### config.mk
export PLATFORM = sky130hd
export DESIGN_NAME = rsa_modexp_sequencer_flat
export DESIGN_NICKNAME = d
export VERILOG_FILES = /design/src/rtl/rsa_modexp_sequencer_pkg.sv /design/src/rtl/rsa_modexp_sequencer_if.sv /design/src/rtl/rsa_modexp_sequencer_scanner.sv /design/src/rtl/rsa_modexp_sequencer.sv /design/src/flat_wrapper.sv
export SDC_FILE = /design/constraint.sdc
export NUM_CORES = 2
export LEC_CHECK = 0
export BUFFER_PORTS_ARGS = -buffer_cell sky130_fd_sc_hd__buf_2
export CORE_AREA = 2 2 406 408
export DETAILED_ROUTE_END_ITERATION = 6
export DIE_AREA = 0 0 408 410
export PLACE_DENSITY = 0.51
export SYNTH_ARGS = -nofsm -noshare
export SYNTH_HDL_FRONTEND = slang
export SYNTH_HIERARCHICAL = 1
export SYNTH_SLANG_ARGS = --single-unit
### constraint.sdc
create_clock -name clk -period 6.7 [get_ports clk]
set_input_delay 2.01 -clock clk [delete_from_list [all_inputs] [get_ports clk]]
set_output_delay 2.01 -clock clk [all_outputs]
set_load 0.05 [all_outputs]
### src/rtl/rsa_modexp_sequencer_pkg.sv
// rsa_modexp_sequencer_pkg: operand select codes, destinations and FSM state encoding for the modexp sequencer
package rsa_modexp_sequencer_pkg;
    localparam logic [2:0] OP_X   = 3'd0;
    localparam logic [2:0] OP_R2  = 3'd1;
    localparam logic [2:0] OP_ONE = 3'd2;
    localparam logic [2:0] OP_ACC = 3'd3;
    localparam logic [2:0] OP_XM  = 3'd4;
    localparam logic DST_ACC = 1'b0;
    localparam logic DST_XM  = 1'b1;
    localparam logic [2:0] ST_IDLE  = 3'd0;
    localparam logic [2:0] ST_PRE_X = 3'd1;
    localparam logic [2:0] ST_PRE_A = 3'd2;
    localparam logic [2:0] ST_SQR   = 3'd3;
    localparam logic [2:0] ST_MUL   = 3'd4;
    localparam logic [2:0] ST_POST  = 3'd5;
    localparam logic [2:0] ST_DONE  = 3'd6;
    // wt=0 is the single ISSUE cycle of an op state, wt=1 waits for mont_done
    typedef struct packed {
        logic [2:0] ph;
        logic       wt;
    } seq_state_t;
    function automatic logic is_op(input logic [2:0] ph);
        return ph != ST_IDLE && ph != ST_DONE;
    endfunction
endpackage

### src/rtl/rsa_modexp_sequencer_if.sv
// rsa_modexp_sequencer_if: control handshake between the sequencer and the Montgomery multiplier core
interface rsa_modexp_sequencer_if;
    logic       mont_start;
    logic [2:0] mont_sel_a;
    logic [2:0] mont_sel_b;
    logic       mont_dst;
    logic       mont_done;
    modport master(output mont_start, mont_sel_a, mont_sel_b, mont_dst, input mont_done);
    modport slave(input mont_start, mont_sel_a, mont_sel_b, mont_dst, output mont_done);
endinterface

### src/rtl/rsa_modexp_sequencer_scanner.sv
// rsa_exp_bit_scanner: latched exponent with MSB-first bit down-counter, current bit and last/empty flags
module rsa_exp_bit_scanner #(
    parameter int E_BITS = 1024,
    parameter int LEN_W  = $clog2(E_BITS) + 1
) (
    input  logic              clk,
    input  logic              reset,
    input  logic              load,
    input  logic              step,
    input  logic [E_BITS-1:0] exp,
    input  logic [LEN_W-1:0]  exp_len,
    output logic              cur_bit,
    output logic              last,
    output logic              empty
);
    localparam logic [LEN_W-1:0] MAX_LEN = LEN_W'(E_BITS);
    logic [E_BITS-1:0] exp_q;
    logic [E_BITS-1:0] exp_sh;
    logic [LEN_W-1:0]  cnt;
    // cnt holds the number of unprocessed bits, so the current bit index is cnt-1
    always_ff @(posedge clk) begin
        if (reset) begin
            exp_q <= '0;
            cnt   <= '0;
        end else if (load) begin
            exp_q <= exp;
            cnt   <= exp_len > MAX_LEN ? MAX_LEN : exp_len;
        end else if (step && cnt != '0) begin
            cnt <= cnt - LEN_W'(1);
        end
    end
    assign exp_sh  = exp_q >> (cnt - LEN_W'(1));
    assign cur_bit = exp_sh[0];
    assign last    = cnt == LEN_W'(1);
    assign empty   = cnt == '0;
endmodule

### src/rtl/rsa_modexp_sequencer.sv
// rsa_modexp_sequencer: square-and-multiply control for one Montgomery multiplier.
// Defining RSA_SEQ_PERF_CNT_EN adds the perf_cycles/perf_mults counters.
module rsa_modexp_sequencer
    import rsa_modexp_sequencer_pkg::*;
#(
    parameter int E_BITS = 1024,
    parameter int LEN_W  = $clog2(E_BITS) + 1
) (
    input  logic              clk,
    input  logic              reset,
    input  logic              start,
    input  logic [E_BITS-1:0] exp,
    input  logic [LEN_W-1:0]  exp_len,
    output logic              busy,
    output logic              done,
`ifdef RSA_SEQ_PERF_CNT_EN
    output logic [31:0]       perf_cycles,
    output logic [15:0]       perf_mults,
`endif
    rsa_modexp_sequencer_if.master mont
);
    seq_state_t st, nx;
    logic [2:0] nxt_op;
    logic       accept, adv, step, cur_bit, last, empty;
    assign accept = st.ph == ST_IDLE && start;
    assign adv    = st.wt && mont.mont_done;
    assign step   = adv && (st.ph == ST_MUL || (st.ph == ST_SQR && !cur_bit));
    rsa_exp_bit_scanner #(.E_BITS(E_BITS), .LEN_W(LEN_W)) u_scan (
        .clk(clk), .reset(reset), .load(accept), .step(step),
        .exp(exp), .exp_len(exp_len),
        .cur_bit(cur_bit), .last(last), .empty(empty)
    );
    always_ff @(posedge clk) begin
        if (reset) st <= '{ph: ST_IDLE, wt: 1'b0};
        else st <= nx;
    end
    // SQR with a clear bit and MUL both consume the bit; last consumed bit leads to POST
    always_comb begin
        nxt_op = st.ph == ST_PRE_X ? ST_PRE_A :
                 st.ph == ST_PRE_A ? (empty ? ST_POST : ST_SQR) :
                 st.ph == ST_POST ? ST_DONE :
                 (st.ph == ST_SQR && cur_bit) ? ST_MUL :
                 last ? ST_POST : ST_SQR;
        nx = st;
        case (st.ph)
            ST_IDLE: nx = start ? '{ph: ST_PRE_X, wt: 1'b0} : st;
            ST_DONE: nx = '{ph: ST_IDLE, wt: 1'b0};
            default: nx = !st.wt ? '{ph: st.ph, wt: 1'b1} : adv ? '{ph: nxt_op, wt: 1'b0} : st;
        endcase
    end
    always_comb begin
        busy            = st.ph != ST_IDLE;
        done            = st.ph == ST_DONE;
        mont.mont_start = is_op(st.ph) && !st.wt;
        mont.mont_sel_a = st.ph == ST_PRE_X ? OP_X :
                          st.ph == ST_PRE_A ? OP_ONE :
                          is_op(st.ph) ? OP_ACC : OP_ONE;
        mont.mont_sel_b = (st.ph == ST_PRE_X || st.ph == ST_PRE_A) ? OP_R2 :
                          st.ph == ST_SQR ? OP_ACC :
                          st.ph == ST_MUL ? OP_XM : OP_ONE;
        mont.mont_dst   = st.ph == ST_PRE_X ? DST_XM : DST_ACC;
    end
`ifdef RSA_SEQ_PERF_CNT_EN
    always_ff @(posedge clk) begin
        if (reset || accept) begin
            perf_cycles <= '0;
            perf_mults  <= '0;
        end else begin
            if (busy && !done && !(&perf_cycles)) perf_cycles <= perf_cycles + 32'd1;
            if (mont.mont_start) perf_mults <= perf_mults + 16'd1;
        end
    end
`endif
endmodule
### src/flat_wrapper.sv
// flat-port wrapper written by rule: the top's interface ports become plain ports
module rsa_modexp_sequencer_flat import rsa_modexp_sequencer_pkg::*;
#(
    parameter int E_BITS = 1024,
    parameter int LEN_W  = $clog2(E_BITS) + 1
)
  (clk, reset, start, exp, exp_len, busy, done, mont_mont_start, mont_mont_sel_a, mont_mont_sel_b, mont_mont_dst, mont_mont_done);
  rsa_modexp_sequencer_if mont_i ();
  input  logic clk;
  input  logic reset;
  input  logic start;
  input  logic [E_BITS-1:0] exp;
  input  logic [LEN_W-1:0] exp_len;
  output logic busy;
  output logic done;
  output wire logic [$bits(mont_i.mont_start)-1:0] mont_mont_start;
  output wire logic [$bits(mont_i.mont_sel_a)-1:0] mont_mont_sel_a;
  output wire logic [$bits(mont_i.mont_sel_b)-1:0] mont_mont_sel_b;
  output wire logic [$bits(mont_i.mont_dst)-1:0] mont_mont_dst;
  input wire logic [$bits(mont_i.mont_done)-1:0] mont_mont_done;
  assign mont_mont_start = mont_i.mont_start;
  assign mont_mont_sel_a = mont_i.mont_sel_a;
  assign mont_mont_sel_b = mont_i.mont_sel_b;
  assign mont_mont_dst = mont_i.mont_dst;
  assign mont_i.mont_done = mont_mont_done;
  rsa_modexp_sequencer #(.E_BITS(E_BITS), .LEN_W(LEN_W)) u_core (.clk(clk), .reset(reset), .start(start), .exp(exp), .exp_len(exp_len), .busy(busy), .done(done), .mont(mont_i));
endmodule
==> metrics.md <==
| Metric | Value |
|---|---|
| Power per unit of standard cell area | `293.5 nW/um2` |
| Routability congestion estimate | `0.8433` |
| Max-cap check violation count | `0` |
| Number of flip-flops and latches in the synthesized netlist | `1039` |
| Cell leakage power | `24.62 nW` |
| Footprint of the flip-flops and latches | `20800 um2` |
| First drt pass iteration count | `6` |
| Proportion of layout cells with a drive suffix above 1 | `29.44%` |
| Number of levels the H-tree was split into | `3` |
| IR drop worst, VDD | `233.9 uV` |
| Vias per inst | `4.798` |
| Cell count of the worst reg-to-reg path | `20` |
| Largest stage delay on the critical path | `870 ps` |
| Primary FF master, synth | `sky130_fd_sc_hd__dfxtp_1` |
| Aggregate routed wire length | `187200 um` |
| Antenna violations before repair | `68` |
| Multi-input combinational cell area | `23150 um2` |
| Min-Delay Path Class | `flip-flop to flip-flop` |
| Number of hold-repair buffers added at the cts stage | `0` |
| Die Outline Area | `167300 um2` |
| Remaining global-route overflow | `0` |
| Post-layout minimum cycle time | `6145 ps` |
| CP startpoint kind | `flip-flop` |
| Buffer depth of the longest clock path | `3` |
| Net total in the final layout | `6222` |
| Count of unresolved DRC violations after routing | `0` |
| Number of standard cells after synthesis | `4256` |
| Clk sink count | `1039` |
| Cell row count | `149` |
| Number of slew-limit violations in the final report | `0` |
| Met3 WL | `9876 um` |
| DRT iter0 DRCs | `2719` |
| Clock slew seen by the registers of the worst setup and hold paths | `60 ps` |
| Critical-path top delay cell | `sky130_fd_sc_hd__nor4_1` |
| Area of placed instances | `53030 um2` |
| Worst path required time | `7290 ps` |
| Buffers added on ports | `1047` |
| Syn avg cell area | `10.68 um2` |
| Number of fill cells in the layout | `16672` |
| Vias after detailed routing | `35921` |
| Die outline height | `410 um` |
| Worst slack at placement | `444.0 ps` |
| Starting density of the core | `27.81%` |
| Maximum net fanout on the critical path | `41` |
| Setup slack after layout | `555.0 ps` |
| Synth Warn # | `6` |
| Post-route cell area | `57290 um2` |
| Period utilisation layout | `91.72%` |
| Clock Skew | `33.30 ps` |
| Peak clock frequency supported by timing | `162.7 MHz` |
| Setup repair after global routing missed its margin | `false` |
| Critical-path cell list | `inv_1 > ha_4 > xor2_4 > buf_4 > buf_4 > mux4_2 > nand2_1 > a21oi_1 > nor4_1 > o311ai_1 > o311a_1 > nand2b_1 > or3_1 > a21oi_1 > inv_1 > nor2_1 > nand3_1 > xnor2_1 > a22oi_1 > nor2_1` |
| Number of top-level pins | `1049` |
| Die width | `408 um` |
| Proportion of register bits with asynchronous set or reset after synthesis | `0%` |
| Remaining number of nets flagged by the antenna check after routing | `0` |
| Worst Hold Depth | `2` |
| Net Count, Synth | `5297` |
| Post-DR wirelength/cell | `25.00 um` |
| Summed negative setup slack over all endpoints | `0 ps` |
| Sequential share of the synthesized area | `45.75%` |
| CP Capture Type | `flip-flop` |
| Netlist cell types | `78` |
| Routed length on met2 | `91170 um` |
| Final HPWL from detailed placement | `142100 um` |
| Largest net degree at the start of global routing | `183` |
| Number of flops mapped to enable cells by yosys | `0` |
| Source-to-sink clock delay at the later pin of the worst-skew pair | `740 ps` |
| Critical setup path kind | `flip-flop to flip-flop` |
| Placeable core region | `163500 um2` |
| Kind of cell with the highest combined delay on the critical path | `simple AND/OR/NAND/NOR gates` |
| Number of global-route vias before repair | `35366` |
| Uppermost routed layer | `met5` |
| Setup-failing EPs final | `0` |
| Buffers & Inverters on Critical Path | `4` |
| Global-route wire length before repair | `259400 um` |
| Clock tree root driver cell | `sky130_fd_sc_hd__clkbuf_16` |
| M1 WL | `80030 um` |
| Area delta synth->final | `26.00%` |
| Utilization after layout | `35.04%` |
| Result of the run | `complete, no violations` |
| Total global-route track usage | `21.46%` |
| Num CTS Buffers | `119` |
| Clock tree from TritonCTS | `done` |
| Final-report hold violation count | `0` |
| Transition time at the pin with the least slew margin | `1087 ps` |
| Synth Cell Area | `45470 um2` |
| Quantity of gates resized following cts | `0` |
| Arrival time of data at the critical path endpoint | `6740 ps` |
| Rel. slew slack | `27.56%` |
| Setup Buffers After CTS | `0` |
| Count of cell instances traversed by the critical path | `20` |
## tightest hold or removal path: stages (launching register included)
cell and delay (ps):
sky130_fd_sc_hd__dfxtp_1 320, sky130_fd_sc_hd__mux2i_1 60, sky130_fd_sc_hd__nor2_1 70
## final cells by class
| class | count | share of cell area, % |
|---|---|---|
| antenna | 20 | 0.08736 |
| clock buffer | 178 | 6.251 |
| multi-input combinational | 2873 | 40.41 |
| inverter | 10 | 0.06989 |
| tap | 2189 | 4.781 |
| timing repair buffer | 1138 | 10.99 |
| sequential | 1039 | 36.32 |
| clock inverter | 40 | 1.094 |
## Yosys cell counts (5+ instances only)
master	number	area (um2)
sky130_fd_sc_hd__o21ai_0	11	55.05
sky130_fd_sc_hd__buf_8	5	75.07
sky130_fd_sc_hd__nand3_1	59	295.3
sky130_fd_sc_hd__nand2_1	210	788.3
sky130_fd_sc_hd__o21ai_1	6	30.03
sky130_fd_sc_hd__nand4_1	11	68.82
sky130_fd_sc_hd__buf_6	22	247.7
sky130_fd_sc_hd__nor2_1	1062	3986
sky130_fd_sc_hd__inv_1	8	30.03
sky130_fd_sc_hd__dfxtp_1	1039	20800
sky130_fd_sc_hd__buf_1	99	371.6
sky130_fd_sc_hd__a22oi_1	7	52.55
sky130_fd_sc_hd__xor2_1	6	52.55
sky130_fd_sc_hd__nor4_1	5	31.28
sky130_fd_sc_hd__a31oi_1	29	181.4
sky130_fd_sc_hd__buf_4	11	82.58
sky130_fd_sc_hd__xnor2_1	6	52.55
sky130_fd_sc_hd__a21oi_1	30	150.1
sky130_fd_sc_hd__buf_2	31	155.2
sky130_fd_sc_hd__nor3_1	19	95.09
sky130_fd_sc_hd__mux4_2	183	4121
sky130_fd_sc_hd__mux2i_1	1062	10630
sky130_fd_sc_hd__a32oi_1	21	183.9
sky130_fd_sc_hd__mux4_1	54	1419
sky130_fd_sc_hd__and3_1	11	68.82
sky130_fd_sc_hd__o211ai_1	6	45.04
sky130_fd_sc_hd__clkbuf_1	161	604.3
## placed cells by master (no fill, tap or decap), types with 5 or more instances in the layout
cell / synthesis / layout
sky130_fd_sc_hd__buf_2: 31 / 1046
sky130_fd_sc_hd__mux2i_1: 1062 / 1062
sky130_fd_sc_hd__o21ai_1: 6 / 6
sky130_fd_sc_hd__nand4_1: 11 / 11
sky130_fd_sc_hd__a21oi_1: 30 / 29
sky130_fd_sc_hd__nor2_1: 1062 / 1054
sky130_fd_sc_hd__clkbuf_8: 0 / 36
sky130_fd_sc_hd__mux4_2: 183 / 183
sky130_fd_sc_hd__nor3_1: 19 / 19
sky130_fd_sc_hd__inv_1: 8 / 8
sky130_fd_sc_hd__mux4_1: 54 / 54
sky130_fd_sc_hd__diode_2: 0 / 20
sky130_fd_sc_hd__nand2_1: 210 / 210
sky130_fd_sc_hd__clkinv_2: 0 / 17
sky130_fd_sc_hd__nand3_1: 59 / 59
sky130_fd_sc_hd__clkbuf_16: 0 / 120
sky130_fd_sc_hd__a31oi_1: 29 / 29
sky130_fd_sc_hd__nor2_2: 2 / 5
sky130_fd_sc_hd__buf_4: 11 / 62
sky130_fd_sc_hd__dfxtp_1: 1039 / 1038
sky130_fd_sc_hd__clkbuf_1: 161 / 22
sky130_fd_sc_hd__buf_12: 4 / 29
sky130_fd_sc_hd__a22oi_1: 7 / 7
sky130_fd_sc_hd__nor2_4: 0 / 5
sky130_fd_sc_hd__o211ai_1: 6 / 6
sky130_fd_sc_hd__nor4_1: 5 / 5
sky130_fd_sc_hd__o21ai_0: 11 / 11
sky130_fd_sc_hd__a32oi_1: 21 / 21
sky130_fd_sc_hd__and3_1: 11 / 10
sky130_fd_sc_hd__bufinv_16: 0 / 12
## path summary, 6_finish.rpt
kind,from,endpoint,slack [ps]
hold reg to reg,u_core/u_scan/exp_q[454]$_SDFFE_PP0P_,u_core/u_scan/exp_q[454]$_SDFFE_PP0P_,480
setup reg to reg,u_core/u_scan/cnt[1]$_SDFFE_PP0P_,u_core/u_scan/cnt[6]$_SDFFE_PP0P_,560
setup / recovery,u_core/u_scan/cnt[1]$_SDFFE_PP0P_,u_core/u_scan/cnt[6]$_SDFFE_PP0P_,560
hold / removal,u_core/u_scan/exp_q[454]$_SDFFE_PP0P_,u_core/u_scan/exp_q[454]$_SDFFE_PP0P_,480
## routing by layer
metal	track usage (%)	up-vias
met5	0	-
met4	7.050	32
met3	3.556	293
met2	36.51	1262
met1	27.56	17468
li1	-	16866
## kinds of logic (layout without fill, tap and decap cells)
kind of cell             after synthesis  in the layout  share of synthesized area (%)
multiplexers                        1300           1300                          35.59
XOR/XNOR                              15             15                         0.3633
other                                  1             21                       0.008248
buffers and inverters                344           1366                          3.655
flip-flops                          1039           1039                          45.75
adder cells (fa/ha/maj)                2              2                        0.05503
AO/OA/AOI/OAI                        153            153                          2.378
AND/OR/NAND/NOR                     1402           1402                          12.20
## state kept, by name, summed over array words and instances (netlist names)
name                 count
u_core/st                4
u_core/u_scan/cnt       11
u_core/u_scan/exp_q   1024
## where the power goes
part	switching, W	leakage (nW)	internal [W]
clock	0.00276	2.08	0.00415
sequential	0.000249	8.54	0.00658
combinational	0.00176	14.0	0.00131
## through the flow
stage / hold WS, ps / cells / power, W
floorplan: 451.4 / 4256 / 0.008714
global placement: 464.6 / 7249 / 0.01006
detailed placement: 475.8 / 7249 / 0.01008
CTS: 491.3 / 7467 / 0.01705
global route: 510.5 / 7485 / 0.01749
finish: 484.4 / 7487 / 0.01681
(Power assumes the default switching activity.)
